### config.mk
export PLATFORM = sky130hd
export DESIGN_NAME = data_window_fmt
export DESIGN_NICKNAME = d
export VERILOG_FILES = /design/src/rtl/data_window_fmt.sv
export SDC_FILE = /design/constraint.sdc
export NUM_CORES = 1
export LEC_CHECK = 0
export CAP_MARGIN = 25
export CELL_PAD_IN_SITES_DETAIL_PLACEMENT = 0
export CELL_PAD_IN_SITES_GLOBAL_PLACEMENT = 1
export CORE_MARGIN = 2
export CORE_UTILIZATION = 50
export DETAILED_ROUTE_END_ITERATION = 8
export DONT_BUFFER_PORTS = 1
export HOLD_SLACK_MARGIN = 0.15
export PLACE_DENSITY_LB_ADDON = 0.1
export SYNTH_ARGS = -nofsm -noshare
export SYNTH_HDL_FRONTEND = slang
export SYNTH_SLANG_ARGS = --single-unit
### constraint.sdc
create_clock -name clk -period 7.9 [get_ports clk]
set_clock_uncertainty 0.2 [all_clocks]
set_input_delay 0.79 -clock clk [delete_from_list [all_inputs] [get_ports clk]]
set_output_delay 0.79 -clock clk [all_outputs]
set_load 0.01 [all_outputs]
### src/rtl/data_window_fmt.sv
// data_window_fmt: drains SDRAM lines from the pre FIFO and forwards a per-line word window
// to the post FIFO. Define FMT_STATS_EN to add the fwd_total/drop_total run counters.
module data_window_fmt #(
    parameter int unsigned CNT_W      = 32,
    parameter int unsigned LVL_W      = 15,
    parameter int unsigned LINE_W     = 16,
    parameter int unsigned PRE_THRESH = 10,
    parameter int unsigned BURST_LEN  = 8
) (
    input  logic              clk,
    input  logic              RST,
    input  logic              start,
    input  logic [CNT_W-1:0]  skip_length,
    input  logic [CNT_W-1:0]  frame_length,
    input  logic [CNT_W-1:0]  sdram_length,
    input  logic [LINE_W-1:0] line_count,
    input  logic [LVL_W-1:0]  fifo_num_pre,
    input  logic              fifo_post_ready,
    output logic              fifo_rden,
    output logic              fifo_wren,
    output logic              busy,
    output logic              done,
    output logic              err_cfg
`ifdef FMT_STATS_EN
    ,
    output logic [CNT_W-1:0]  fwd_total,
    output logic [CNT_W-1:0]  drop_total
`endif
);

    localparam int unsigned BW = $clog2(BURST_LEN + 1);
    localparam logic [BW-1:0] BURST_MAX = BW'(BURST_LEN);

    typedef enum logic [2:0] {IDLE, SKIP, FWD, DRAIN, GAP, EOL, DONE} state_t;

    state_t              state_q, state_d, ret_q, ret_d, nxt;
    logic [2:0]          sync_q, sync_d;
    logic                pre_ok_q, pre_ok_d, fwd_ok_q, fwd_ok_d;
    logic                gap_q, gap_d;
    logic [BW-1:0]       burst_q, burst_d;
    logic [CNT_W-1:0]    word_q, word_d, word_inc;
    logic [LINE_W-1:0]   line_q, line_d, line_inc;
    logic [CNT_W-1:0]    skip_end_q, skip_end_d, fwd_end_q, fwd_end_d, sdram_q, sdram_d;
    logic [LINE_W-1:0]   lines_q, lines_d;
    logic                err_q, err_d;
    logic                rden_q, rden_d, wren_q, wren_d, busy_q, busy_d, done_q, done_d;
    logic [CNT_W:0]      cfg_sum;
    logic                cfg_bad, trig;
    logic [CNT_W-1:0]    lim;
    logic                ok, rd_state, lim_met, rd_cycle;
`ifdef FMT_STATS_EN
    logic [CNT_W-1:0]    fwd_total_q, fwd_total_d, drop_total_q, drop_total_d;
`endif

    always_ff @(posedge clk or posedge RST) begin
        if (RST) begin
            state_q    <= IDLE;
            ret_q      <= IDLE;
            sync_q     <= '0;
            pre_ok_q   <= 1'b0;
            fwd_ok_q   <= 1'b0;
            gap_q      <= 1'b0;
            burst_q    <= '0;
            word_q     <= '0;
            line_q     <= '0;
            skip_end_q <= '0;
            fwd_end_q  <= '0;
            sdram_q    <= '0;
            lines_q    <= '0;
            err_q      <= 1'b0;
            rden_q     <= 1'b0;
            wren_q     <= 1'b0;
            busy_q     <= 1'b0;
            done_q     <= 1'b0;
`ifdef FMT_STATS_EN
            fwd_total_q  <= '0;
            drop_total_q <= '0;
`endif
        end else begin
            state_q    <= state_d;
            ret_q      <= ret_d;
            sync_q     <= sync_d;
            pre_ok_q   <= pre_ok_d;
            fwd_ok_q   <= fwd_ok_d;
            gap_q      <= gap_d;
            burst_q    <= burst_d;
            word_q     <= word_d;
            line_q     <= line_d;
            skip_end_q <= skip_end_d;
            fwd_end_q  <= fwd_end_d;
            sdram_q    <= sdram_d;
            lines_q    <= lines_d;
            err_q      <= err_d;
            rden_q     <= rden_d;
            wren_q     <= wren_d;
            busy_q     <= busy_d;
            done_q     <= done_d;
`ifdef FMT_STATS_EN
            fwd_total_q  <= fwd_total_d;
            drop_total_q <= drop_total_d;
`endif
        end
    end

    // Synchroniser, registered FIFO qualification and per-phase read decision.
    always_comb begin
        sync_d   = {sync_q[1:0], start};
        trig     = sync_q[1] & ~sync_q[2];
        pre_ok_d = (fifo_num_pre > LVL_W'(PRE_THRESH));
        fwd_ok_d = pre_ok_q & fifo_post_ready;
        cfg_sum  = {1'b0, skip_length} + {1'b0, frame_length};
        cfg_bad  = (cfg_sum > {1'b0, sdram_length});
        lim      = sdram_q;
        ok       = pre_ok_q;
        nxt      = EOL;
        rd_state = 1'b0;
        case (state_q)
            SKIP: begin
                lim      = skip_end_q;
                nxt      = FWD;
                rd_state = 1'b1;
            end
            FWD: begin
                lim      = fwd_end_q;
                ok       = fwd_ok_q;
                nxt      = DRAIN;
                rd_state = 1'b1;
            end
            DRAIN: rd_state = 1'b1;
            default: ;
        endcase
        lim_met  = (word_q >= lim);
        rd_cycle = rd_state & ~lim_met & ok & (burst_q < BURST_MAX);
        word_inc = word_q + CNT_W'(1);
        line_inc = line_q + LINE_W'(1);
    end

    always_comb begin
        state_d    = state_q;
        ret_d      = ret_q;
        gap_d      = gap_q;
        burst_d    = burst_q;
        word_d     = word_q;
        line_d     = line_q;
        skip_end_d = skip_end_q;
        fwd_end_d  = fwd_end_q;
        sdram_d    = sdram_q;
        lines_d    = lines_q;
        err_d      = err_q;
        case (state_q)
            IDLE: begin
                if (trig) begin
                    sdram_d = sdram_length;
                    lines_d = (line_count == '0) ? LINE_W'(1) : line_count;
                    err_d   = cfg_bad;
                    // A clipped window always ends exactly at the line length.
                    if (cfg_bad) begin
                        skip_end_d = (skip_length >= sdram_length) ? sdram_length : skip_length;
                        fwd_end_d  = sdram_length;
                    end else begin
                        skip_end_d = skip_length;
                        fwd_end_d  = cfg_sum[CNT_W-1:0];
                    end
                    word_d  = '0;
                    line_d  = '0;
                    state_d = SKIP;
                end
            end
            SKIP, FWD, DRAIN: begin
                if (lim_met) begin
                    state_d = nxt;
                end else if (rd_cycle) begin
                    word_d = word_inc;
                    ret_d  = (word_inc >= lim) ? nxt : state_q;
                    if (burst_q + BW'(1) == BURST_MAX) begin
                        state_d = GAP;
                        gap_d   = 1'b0;
                    end else begin
                        state_d = ret_d;
                    end
                end
            end
            GAP: begin
                gap_d = 1'b1;
                if (gap_q) state_d = ret_q;
            end
            EOL: begin
                line_d  = line_inc;
                word_d  = '0;
                state_d = (line_inc < lines_q) ? SKIP : DONE;
            end
            DONE: state_d = IDLE;
            default: state_d = IDLE;
        endcase
        burst_d = rd_cycle ? burst_q + BW'(1) : '0;
    end

    always_comb begin
        rden_d = rd_cycle;
        wren_d = rd_cycle & (state_q == FWD);
        done_d = (state_q == DONE);
        busy_d = busy_q;
        if (state_q == IDLE && trig) busy_d = 1'b1;
        if (state_q == DONE) busy_d = 1'b0;
`ifdef FMT_STATS_EN
        if (state_q == IDLE && trig) begin
            fwd_total_d  = '0;
            drop_total_d = '0;
        end else begin
            fwd_total_d  = fwd_total_q + (wren_q ? CNT_W'(1) : '0);
            drop_total_d = drop_total_q + ((rden_q & ~wren_q) ? CNT_W'(1) : '0);
        end
`endif
    end

    assign fifo_rden = rden_q;
    assign fifo_wren = wren_q;
    assign busy      = busy_q;
    assign done      = done_q;
    assign err_cfg   = err_q;
`ifdef FMT_STATS_EN
    assign fwd_total  = fwd_total_q;
    assign drop_total = drop_total_q;
`endif

endmodule

==> results.json <==
{
  "post_synth_instance_area_um2": 13600,
  "vias_in_the_first_global_route": 10900,
  "timing.reg2reg.worst_path_depth": 15,
  "wire_per_inst_um": 19.5,
  "design.portCount": 136,
  "seqPwrFrac": 0.342,
  "final_number_of_max_transition_violations": 0,
  "peakVddDrop_mv": 0.152,
  "reg2reg_slack_ns": 2.10,
  "cts_tree": "built",
  "yosysWarnings": 0,
  "tns_ns": 0,
  "detail_route.iter0.violations": 862,
  "max_slew.worst_pin.slew_ns": 0.913,
  "coreArea_um2": 26900,
  "clkPwrFrac": 0.205,
  "cts_max_level": 4,
  "maximum_root_to_sink_buffer_count": 2,
  "drtAntennaViolNets": 0,
  "grt_pass1_wl_um": 58600,
  "p_sw_mw": 1.82,
  "syn_to_final_growth_pct": 7.02,
  "timing.final.ws_setup_ns": 1.70,
  "dp_hpwl_um": 27500,
  "synth_seq_cells": 181,
  "crit_arrival_ns": 6.37,
  "timing.final.hold_violations": 0,
  "synth-async-reset-ratio": 1.00,
  "drcViolationCount": 0,
  "cp_cell_sequence": "ha_1 -> fa_1 -> a21o_1 -> a211oi_1 -> o21ai_1 -> a32oi_1 -> a21oi_1 -> a21o_1 -> a21oi_1 -> xnor2_1 -> ha_1 -> nand2_1 -> nor4_1 -> nand3_1 -> and3b_1 -> a2111oi_4 -> o211ai_4 -> nor2_1 -> nand2_1 -> nand3_1",
  "dieArea_um2": 28600,
  "timing.fmax_ghz": 0.161,
  "postRouteWirelength_um": 36300,
  "dp_slack_ns": 1.30,
  "crit_path_start_kind": "primary input",
  "postLayoutCoreUtil": 0.543,
  "yosys.cell_types.count": 85,
  "power_mw": 4.21,
  "critical_path.slowest_cell": "sky130_fd_sc_hd__nor2_1",
  "outcome": "finished clean",
  "p_sw_frac": 0.432,
  "pin_count_of_the_biggest_net_entering_global_routing": 84,
  "die_width_um": 169,
  "cp.required_ns": 8.07,
  "endpoint_with_the_worst_hold_slack": "sync_q[1]",
  "synth_enable_flop_cells": 0,
  "synthesis.nets": 1841,
  "crit_path_class": "primary input to flop",
  "1st_pass_router_iterations": 5,
  "placement.cell_area_um2": 14000,
  "worstReg2RegEnd": "word_q[13]",
  "total_via_count_in_the_routed_design": 11200,
  "part_of_the_cycle_the_worst_path_needs": 0.785,
  "antenna_found_initial": 0,
  "max-slew-margin-rel": 0.391,
  "n_antenna_cell": 0,
  "synth_top_flop_cell": "sky130_fd_sc_hd__dfrtp_1",
  "grtUsageMet1": 0.367,
  "worst_hold_path.num_cells": 0,
  "clk_pin_slew_ns": 0.08,
  "regToRegStartpoint": "state_q[0]",
  "unrepaired_setup_endpoints_after_global_routing": "false",
  "number_of_placed_instances_with_taps_included": 1826,
  "buffer_ports.inserted": 0,
  "synth_sequential_area_ratio": 0.332,
  "fillerInstances": 2576,
  "power-per-cell-area_nw_per_um2": 288,
  "hold-worst-slack_ns": 0.166,
  "clkSinkCount": 181,
  "leftover_overflow_at_the_end_of_global_routing": 0,
  "initial_core_util": 0.508,
  "ratio_of_cells_with_drive_above_1_in_the_final_layout": 0.0507,
  "clock_latency_ns": 0.45,
  "critical-path-max-stage-delay_ns": 0.74,
  "postCtsSetupRepairBufs": 0,
  "static-leakage-power_nw": 7.10,
  "final.min_clock_period_ns": 6.20,
  "finalSetupViolCount": 0,
  "grt.total_usage": 0.259,
  "mostFrequentLayoutCell": "sky130_fd_sc_hd__nand2_1",
  "count_of_non_filler_cells_in_the_finished_layout": 1861,
  "timing.critical_path.fanout_max": 13,
  "p_int_mw": 2.39,
  "globalplace.congestion": 0.872,
  "rows": 60,
  "cap_viol_max_count": 0,
  "routed_via_density": 6.02,
  "clock_tree.root_cell": "sky130_fd_sc_hd__clkbuf_16",
  "gr_met2_demand_resource": 0.416,
  "design.final.nets": 1816,
  "post_route_standard_cell_area_excluding_fillers_um2": 14600,
  "grt-busiest-layer": "met2",
  "tritoncts.num_buffers": 17,
  "min_from": "sync_q[0]",
  "globalRouteMet3Util": 0.0462,
  "most_frequent_cells_in_the_layout": "sky130_fd_sc_hd__nand2_1 (211), sky130_fd_sc_hd__dfrtp_1 (181), sky130_fd_sc_hd__ha_1 (177), sky130_fd_sc_hd__o21ai_0 (143), sky130_fd_sc_hd__a21oi_1 (92)",
  "worst_hold_path_type": "flop to flop",
  "power.share.combinational": 0.453,
  "post_synth.cell_area_avg_um2": 8.91,
  "post_synth_inst_count": 1532,
  "endpoint_kind": "flop",
  "floorplan.die.height_um": 169
}
## synth_stat cells, types with 4 or more instances
library cell	instances	area (um^2)
sky130_fd_sc_hd__o21a_1	12	90.1
sky130_fd_sc_hd__xor2_1	27	236
sky130_fd_sc_hd__a31oi_1	9	56.3
sky130_fd_sc_hd__o21ai_1	40	200
sky130_fd_sc_hd__a31o_2	5	43.8
sky130_fd_sc_hd__a21o_1	48	360
sky130_fd_sc_hd__a211oi_1	17	128
sky130_fd_sc_hd__buf_2	11	55.1
sky130_fd_sc_hd__buf_6	4	45.0
sky130_fd_sc_hd__inv_1	63	236
sky130_fd_sc_hd__nand3_1	38	190
sky130_fd_sc_hd__and3_1	21	131
sky130_fd_sc_hd__or3_1	5	31.3
sky130_fd_sc_hd__a22o_1	48	420
sky130_fd_sc_hd__and4_1	10	87.6
sky130_fd_sc_hd__mux2i_1	54	541
sky130_fd_sc_hd__nand2b_1	7	43.8
sky130_fd_sc_hd__o21bai_1	5	37.5
sky130_fd_sc_hd__nand2_1	212	796
sky130_fd_sc_hd__a21oi_1	92	460
sky130_fd_sc_hd__nor4_1	12	75.1
sky130_fd_sc_hd__clkbuf_1	43	161
sky130_fd_sc_hd__ha_1	177	2210
sky130_fd_sc_hd__nor2_1	59	221
sky130_fd_sc_hd__o211ai_1	8	60.1
sky130_fd_sc_hd__xnor2_1	46	403
sky130_fd_sc_hd__nand4_1	30	188
sky130_fd_sc_hd__o31ai_1	8	60.1
sky130_fd_sc_hd__and2_1	9	56.3
sky130_fd_sc_hd__nor2b_1	5	31.3
sky130_fd_sc_hd__nor3_1	14	70.1
sky130_fd_sc_hd__a221o_1	4	40.0
sky130_fd_sc_hd__o21ai_0	143	716
sky130_fd_sc_hd__dfrtp_1	181	4530
## critical path: cells and delay by family
family	cells	cell delay (ns)
XOR/XNOR	1	0.11
AND/OR/NAND/NOR	7	1.85
AO/OA/AOI/OAI	9	2.60
adder cells (fa/ha/maj)	3	1.00
## layer usage
layer  wire [um]  vias up
met5           0        -
met1       17300     5334
met3        1950       22
li1            -     5575
met2       16700      263
met4         391        0
## how the worst max path moves through the flow
| stage | depth (start not counted) | end | startpoint |
|---|---|---|---|
| 6_report | 20 | fwd_end_q[20] | skip_length[0] |
| 5_1_grt | 20 | fwd_end_q[20] | skip_length[0] |
| 4_1_cts | 15 | word_q[13] | state_q[0] |
| 2_1_floorplan | 1 | burst_q[0] | RST |
| 3_5_place_dp | 20 | fwd_end_q[20] | skip_length[0] |
| 3_3_place_gp | 21 | skip_end_q[1] | skip_length[0] |
## registers in the layout (all words and copies together), names as in the netlist
register	flops
burst_q	4
busy	1
done	1
err_cfg	1
fifo_rden	1
fifo_wren	1
fwd_end_q	32
fwd_ok_q	1
gap_q	1
line_q	16
lines_q	16
pre_ok_q	1
ret_q	3
sdram_q	32
skip_end_q	32
state_q	3
sync_q	3
word_q	32
## power groups by stage
stage	logic, mW	clock network [mW]	registers, mW
2_1_floorplan	1.43	0	1.39
3_3_place_gp	1.84	0	1.45
3_5_place_dp	1.90	0	1.46
4_1_cts	1.91	0.879	1.44
5_1_grt	2.19	0.920	1.48
6_report	1.91	0.861	1.44
## repair_timing
item / 4_1_cts / 5_1_grt
resized for setup: 0 / 0
hold buffers: 1 / 1
hold endpoints to repair: 28 / 1
## cell type report
type	instances	area [um^2]	area share
clock buffer	17	425	0.0291
clock inverter	15	166	0.0114
inverter	67	256	0.0176
multi-input combinational	1224	8620	0.590
sequential	181	4530	0.310
tap	341	427	0.0292
timing repair buffer	16	180	0.0123
## cell families after synthesis
group / after synthesis / synth area share
AOI/OAI and AO/OA: 482 / 0.229
adders and majority gates: 178 / 0.164
DFF: 181 / 0.332
and+or+nand+nor: 436 / 0.150
xor gates and xnor gates: 73 / 0.0468
buffers and inverters: 127 / 0.0384
muxes: 55 / 0.0404
No activity file was read; power rests on OpenSTA's default activity.
